`src/rtl/pipeline_hazard_ctrl_pkg.sv`:
```
// Shared types for the pipeline hazard/forwarding controller: operand-mux
// select codes, load-wait FSM states and the hardwired-zero register index.
package hazard_pkg;

  typedef enum logic [1:0] {
    FWD_REG = 2'b00,
    FWD_MEM = 2'b01,
    FWD_WB  = 2'b10
  } fwd_sel_t;

  typedef enum logic {
    RUN   = 1'b0,
    LWAIT = 1'b1
  } hz_state_t;

  localparam int REG_ZERO = 0;

endpackage

```
`src/rtl/pipeline_hazard_ctrl_fwd_sel_unit.sv`:
```
// Priority forwarding select for one EXE operand: the youngest producer (MEM)
// wins over WB; register 0 is never forwarded.
module fwd_sel_unit
  import hazard_pkg::*;
#(
  parameter int REG_AW = 5
) (
  input  logic              en_i,
  input  logic [REG_AW-1:0] src_i,
  input  logic [REG_AW-1:0] mem_dest_i,
  input  logic              mem_wb_en_i,
  input  logic [REG_AW-1:0] wb_dest_i,
  input  logic              wb_wb_en_i,
  output fwd_sel_t          sel_o
);

  logic src_nz;
  logic mem_hit;
  logic wb_hit;

  assign src_nz  = (src_i != REG_AW'(REG_ZERO));
  assign mem_hit = mem_wb_en_i & (mem_dest_i == src_i) & src_nz;
  assign wb_hit  = wb_wb_en_i & (wb_dest_i == src_i) & src_nz;

  always_comb begin
    sel_o = FWD_REG;
    if (en_i) begin
      if (mem_hit)     sel_o = FWD_MEM;
      else if (wb_hit) sel_o = FWD_WB;
    end
  end

endmodule

```
`src/rtl/pipeline_hazard_ctrl.sv`:
```
// Unified hazard/forwarding controller for the 5-stage pipeline.
// Optional stall statistics are compiled in with `define HAZARD_STAT_EN.
module pipeline_hazard_ctrl
  import hazard_pkg::*;
#(
  parameter int REG_AW  = 5,
  parameter int MEM_LAT = 1,
  parameter int CNT_W   = 16
) (
  input  logic              clk,
  input  logic              rst,
  input  logic              fwd_en,
  input  logic [REG_AW-1:0] id_src1,
  input  logic [REG_AW-1:0] id_src2,
  input  logic              id_use_src2,
  input  logic [REG_AW-1:0] ex_src1,
  input  logic [REG_AW-1:0] ex_src2,
  input  logic              ex_use_src2,
  input  logic [REG_AW-1:0] ex_dest,
  input  logic              ex_wb_en,
  input  logic              ex_mem_r_en,
  input  logic [REG_AW-1:0] mem_dest,
  input  logic              mem_wb_en,
  input  logic              mem_mem_r_en,
  input  logic [REG_AW-1:0] wb_dest,
  input  logic              wb_wb_en,
  input  logic              br_taken,
  output logic [1:0]        sel_a,
  output logic [1:0]        sel_b,
  output logic [1:0]        sel_st,
  output logic              if_id_hold,
  output logic              id_ex_bubble,
  output logic              ex_wb_hold,
  output logic              flush,
  output logic [CNT_W-1:0]  stat_stall,
  output logic [CNT_W-1:0]  stat_hold,
  output logic [CNT_W-1:0]  stat_flush,
  output hz_state_t         dbg_state
);

  localparam logic [3:0] LAT_LAST  = 4'(MEM_LAT - 1);
  localparam bit         LAT_MULTI = (MEM_LAT > 1);

  function automatic logic reg_match(input logic en, input logic [REG_AW-1:0] dest,
                                     input logic [REG_AW-1:0] src);
    return en & (dest == src) & (src != REG_AW'(REG_ZERO));
  endfunction

  // Forwarding selects; disabled (all FWD_REG) when forwarding is off or in reset.
  fwd_sel_t sel_a_w, sel_b_w, sel_st_w;
  logic     fwd_on;

  assign fwd_on = fwd_en & ~rst;

  fwd_sel_unit #(.REG_AW(REG_AW)) u_fwd_a (
    .en_i(fwd_on), .src_i(ex_src1), .mem_dest_i(mem_dest), .mem_wb_en_i(mem_wb_en),
    .wb_dest_i(wb_dest), .wb_wb_en_i(wb_wb_en), .sel_o(sel_a_w)
  );
  fwd_sel_unit #(.REG_AW(REG_AW)) u_fwd_b (
    .en_i(fwd_on & ex_use_src2), .src_i(ex_src2), .mem_dest_i(mem_dest), .mem_wb_en_i(mem_wb_en),
    .wb_dest_i(wb_dest), .wb_wb_en_i(wb_wb_en), .sel_o(sel_b_w)
  );
  fwd_sel_unit #(.REG_AW(REG_AW)) u_fwd_st (
    .en_i(fwd_on), .src_i(ex_src2), .mem_dest_i(mem_dest), .mem_wb_en_i(mem_wb_en),
    .wb_dest_i(wb_dest), .wb_wb_en_i(wb_wb_en), .sel_o(sel_st_w)
  );

  assign sel_a  = sel_a_w;
  assign sel_b  = sel_b_w;
  assign sel_st = sel_st_w;

  // RAW detection against the ID instruction's used sources.
  logic raw_ex, raw_mem, raw;

  always_comb begin
    raw_ex  = reg_match(ex_wb_en, ex_dest, id_src1) |
              (id_use_src2 & reg_match(ex_wb_en, ex_dest, id_src2));
    raw_mem = reg_match(mem_wb_en, mem_dest, id_src1) |
              (id_use_src2 & reg_match(mem_wb_en, mem_dest, id_src2));
    raw     = fwd_en ? (ex_mem_r_en & raw_ex) : (raw_ex | raw_mem);
  end

  // Multi-cycle load FSM: the RUN cycle that sees the load counts as wait cycle 0.
  hz_state_t  state_q, state_d;
  logic [3:0] lat_cnt_q, lat_cnt_d;
  logic       hold_raw;

  always_ff @(posedge clk or posedge rst) begin
    if (rst) begin
      state_q   <= RUN;
      lat_cnt_q <= 4'd0;
    end else begin
      state_q   <= state_d;
      lat_cnt_q <= lat_cnt_d;
    end
  end

  always_comb begin
    state_d   = state_q;
    lat_cnt_d = lat_cnt_q;
    hold_raw  = 1'b0;
    case (state_q)
      RUN: begin
        if (mem_mem_r_en && LAT_MULTI) begin
          hold_raw  = 1'b1;
          lat_cnt_d = 4'd1;
          state_d   = LWAIT;
        end
      end
      LWAIT: begin
        if (lat_cnt_q == LAT_LAST) begin
          lat_cnt_d = 4'd0;
          state_d   = RUN;
        end else begin
          hold_raw  = 1'b1;
          lat_cnt_d = lat_cnt_q + 4'd1;
        end
      end
      default: state_d = RUN;
    endcase
  end

  assign dbg_state = state_q;

  // A held branch defers its flush; a flush kills rather than stalls the dependent.
  logic raw_g;

  assign ex_wb_hold   = hold_raw & ~rst;
  assign raw_g        = raw & ~rst;
  assign flush        = br_taken & ~ex_wb_hold & ~rst;
  assign if_id_hold   = (raw_g | ex_wb_hold) & ~flush;
  assign id_ex_bubble = raw_g & ~ex_wb_hold & ~flush;

`ifdef HAZARD_STAT_EN
  logic [CNT_W-1:0] stall_cnt_q, hold_cnt_q, flush_cnt_q;

  always_ff @(posedge clk or posedge rst) begin
    if (rst) begin
      stall_cnt_q <= '0;
      hold_cnt_q  <= '0;
      flush_cnt_q <= '0;
    end else begin
      if (id_ex_bubble && (stall_cnt_q != '1)) stall_cnt_q <= stall_cnt_q + 1'b1;
      if (ex_wb_hold && (hold_cnt_q != '1))    hold_cnt_q  <= hold_cnt_q + 1'b1;
      if (flush && (flush_cnt_q != '1))        flush_cnt_q <= flush_cnt_q + 1'b1;
    end
  end

  assign stat_stall = stall_cnt_q;
  assign stat_hold  = hold_cnt_q;
  assign stat_flush = flush_cnt_q;
`else
  assign stat_stall = '0;
  assign stat_hold  = '0;
  assign stat_flush = '0;
`endif

endmodule

```
`config.mk`:
```
export PLATFORM = sky130hd
export DESIGN_NAME = pipeline_hazard_ctrl
export DESIGN_NICKNAME = d
export VERILOG_FILES = /design/src/rtl/pipeline_hazard_ctrl_pkg.sv /design/src/rtl/pipeline_hazard_ctrl_fwd_sel_unit.sv /design/src/rtl/pipeline_hazard_ctrl.sv
export SDC_FILE = /design/constraint.sdc
export NUM_CORES = 1
export LEC_CHECK = 0
export ABC_AREA = 1
export ABC_CLOCK_PERIOD_IN_PS = 2700
export CAP_MARGIN = 20
export CELL_PAD_IN_SITES_DETAIL_PLACEMENT = 0
export CELL_PAD_IN_SITES_GLOBAL_PLACEMENT = 1
export CORE_UTILIZATION = 23
export DETAILED_ROUTE_END_ITERATION = 10
export GPL_TIMING_DRIVEN = 1
export PLACE_DENSITY_LB_ADDON = 0.1
export REMOVE_ABC_BUFFERS = 1
export SLEW_MARGIN = 5
export SYNTH_ARGS = -nofsm -noshare
export SYNTH_HDL_FRONTEND = slang
export SYNTH_SLANG_ARGS = --single-unit
export TNS_END_PERCENT = 50
```
`constraint.sdc`:
```
create_clock -name clk -period 2.7 [get_ports clk]
set_input_delay 0.54 -clock clk [delete_from_list [all_inputs] [get_ports clk]]
set_output_delay 0.54 -clock clk [all_outputs]
set_load 0.03 [all_outputs]
```
==> summary.md <==
| Metric | Value |
|---|---|
| Status | finished clean |
| CP peak stage delay | about 0.6 ns |
| Area grow syn2layout | 35.1% |
| Hold crit path type | register to register |
| Critical Path End Type | primary output |
| Ys Warns | 0 |
| DRC violations left | 0 |
| IO buf count | 55 |
| Largest net degree at the start of global routing | 9 |
| CTS tree | yes |
| Slew Viols, Final | 0 |
| Main synth FF type | dfrtp_1 |
| Final hold violation count | 0 |
| Worst setup margin | 0.111 ns |
| Diode count | 0 |
| Die area | approximately 6500 µm² |
| Pre-CTS setup slack | between 0.04 and 0.05 ns |
| Leakage | roughly 0.0011 µW |
| RSZ-0062 raised after global routing | yes |
| Post-CTS Setup Inserts | 0 |
| Synth unique cells | 30 |
| Share of layout cells above drive strength 1 | 0.101 |
| Crit-path max FO | 4 |
| Hold_buf cts | 0 |
| Worst r2r dst | lat_cnt_q[0]$_DFFE_PP0P_ |
| CP Data Arrival Time | between 2 and 2.5 ns |
| Period utilisation layout | 0.959 |
| H-Tree Level Count | 1 |
| Setup violators final | 0 |
| Worst path cell trace | clkdlybuf4s50_1, inv_2, nand2_1, and3_1, o21ai_1, nor4_1, nor2_1, buf_4 |
| Initial DRT Pass Iterations | 4 |
| Row count | 28 |
| Post-layout util | 0.325 |
| Gate Count Post-Synth | around 250 |
| Worst Skew | ~0.0011 ns |
| Post-layout minimum cycle time | roughly 2.6 ns |
| Root Driver | clkbuf_8 |
| R2r setup slk | ~1.5 ns |
| Hold Crit Start | lat_cnt_q[3]$_DFFE_PP0P_ |
| Die Wd | between 80 and 90 µm |
| Core Area | ~6000 µm² |
| GP Congestion | approximately 0.82 |
| Clk buf depth | 2 |
| Reg2Reg Depth | 7 |
| Detailed Route WL | 3640 µm |
| CP Class | primary input to primary output |
| Synthesized area | 1430 µm² |
| IO Count | 105 |
| CTS sink count | 5 |
| IR drop worst, VDD | 0.172 mV |
| CP max-delay cell | clkdlybuf4s50_1 |
| Yosys reg bits | 5 |
| Vias per inst | 3.86 |
| R2r startpoint | lat_cnt_q[0]$_DFFE_PP0P_ |
| GRT overflow | 0 |
| Clk_lat worst skew | approximately 0.22 ns |
| Top-count cell post-synth | nand2_1 |
| Initial antenna violation count | 0 |
| Startpoint Class | primary input |
| Cell taking the most area after synthesis | buf_4 |
| Post-synth EDFFs | 0 |
| Post-DRT Antenna Nets | 0 |
| Resized Gates After CTS | 0 |
| Peak Freq | around 390 MHz |
| Worst Path Required | 2.16 ns |
| Starting Density | 0.240 |
| CTS clk-pin slew, worst paths | 0.04 ns |
| Max-Cap Viols | 0 |
| Tot GR Track Use | 0.111 |
| WHS | 0.468 ns |
| Ys async rst share | 1.00 |
| Commonest cells post-synth | nand2_1, buf_4, inv_1 |
| Share of the synthesized area in the top cell type | 0.252 |
| Avg WL per Cell | approximately 9.5 µm |
| Vias in the first global route | about 1300 |
| Via count | between 1000 and 1500 |
| Pwr dens | 255 nW/µm² |
| Die Y-Extent | slightly above 80 µm |
| HPWL after detailed placement | 3260 µm |
| Final net count | approximately 360 |
| TritonCTS Buffers | 3 |
| First-pass GRT wire length | ~5700 µm |
| Post-synthesis sequential area ratio | 0.0874 |
| Most area-consuming cells after synthesis | buf_4, nand2_1, inv_1 |
| Worst Setup SP | mem_dest[1] |
| Initial drt markers | 24 |
| Syn_area_per_cell | ~5.7 µm² |
| Worst setup endpoint | sel_a[1] |
-- flip-flops by register name (all words and copies together) (netlist names) --
name and count:
dbg_state 1, lat_cnt_q 4
-- through the flow --
step | power [µW] | instances | cell area [µm²] | setup TNS [ns]
4_1_cts | 500 | 382 | 1920 | 0
5_1_grt | 532 | 382 | 1930 | -0.00590
6_report | 493 | 382 | 1930 | 0
2_1_floorplan | 248 | 246 | 1240 | 0
3_5_place_dp | 357 | 378 | 1880 | 0
3_3_place_gp | 358 | 378 | 1880 | 0
-- worst max-delay path: cells and delay by family --
kind / cells / cell delay [ns]
AOI/OAI and AO/OA: 1 / 0.09
buffers and inverters: 3 / 0.87
and+or+nand+nor: 4 / 0.55
-- where the power goes --
part | internal [µW] | total (µW) | switching, µW
Combinational | 99.8 | 279 | 179
Sequential | 75.4 | 75.4 | 0
Clock | 101 | 139 | 37.1
Total | 277 | 493 | 216
-- cell families after synthesis --
kind of cell    after synthesis  synth area share
compound gates               20            0.0778
xor+xnor                     17             0.104
fa+ha+maj                     2            0.0175
buf+inv                      94             0.374
flops                         5            0.0874
other cells                   1           0.00262
simple gates                110             0.337
-- layer usage --
metal  vias up  global-route usage  share of wire
li1        779                   -              -
met1       619               0.144           0.46
met2        75               0.199           0.46
met3         0              0.0112          0.076
met4         0              0.0214              0
met5         -                   0              0
-- final cells by class --
cell class | instances | area [µm²]
tap | 75 | 93.8
inverter | 44 | 165
sequential | 5 | 125
multi-input combinational | 197 | 950
timing repair buffer | 57 | 556
fill | 687 | 4020
clock buffer | 4 | 45.0
-- worst min path at each step --
stage / endpoint / slack, ns / cells after the start
after floorplan: dbg_state$_DFF_PP0_ / 0.35 / 1
after global placement: lat_cnt_q[3]$_DFFE_PP0P_ / 0.46 / 1
after detailed placement: lat_cnt_q[3]$_DFFE_PP0P_ / 0.47 / 1
after CTS: lat_cnt_q[3]$_DFFE_PP0P_ / 0.47 / 1
after global routing: lat_cnt_q[3]$_DFFE_PP0P_ / 0.50 / 1
final: lat_cnt_q[3]$_DFFE_PP0P_ / 0.47 / 1
-- layout by cell type, fill, tap and decap left out, drive strengths merged --
cell,Yosys,layout
nor4,3,3
ha,2,2
a21boi,1,1
nor3,6,6
or2,1,1
nand2,65,65
clkdlybuf4s50,0,43
a21oi,5,5
o211ai,1,1
dlymetal6s2s,0,4
dfrtp,5,5
clkbuf,0,4
nand4,2,2
clkinv,1,1
conb,1,48
xnor2,8,8
nand3,7,7
nor3b,1,1
o22ai,5,5
o21ai,8,8
and3,1,1
xor2,9,9
inv,43,43
nor2,24,24
buf,50,10
No activity file was read; power rests on OpenSTA's default activity.
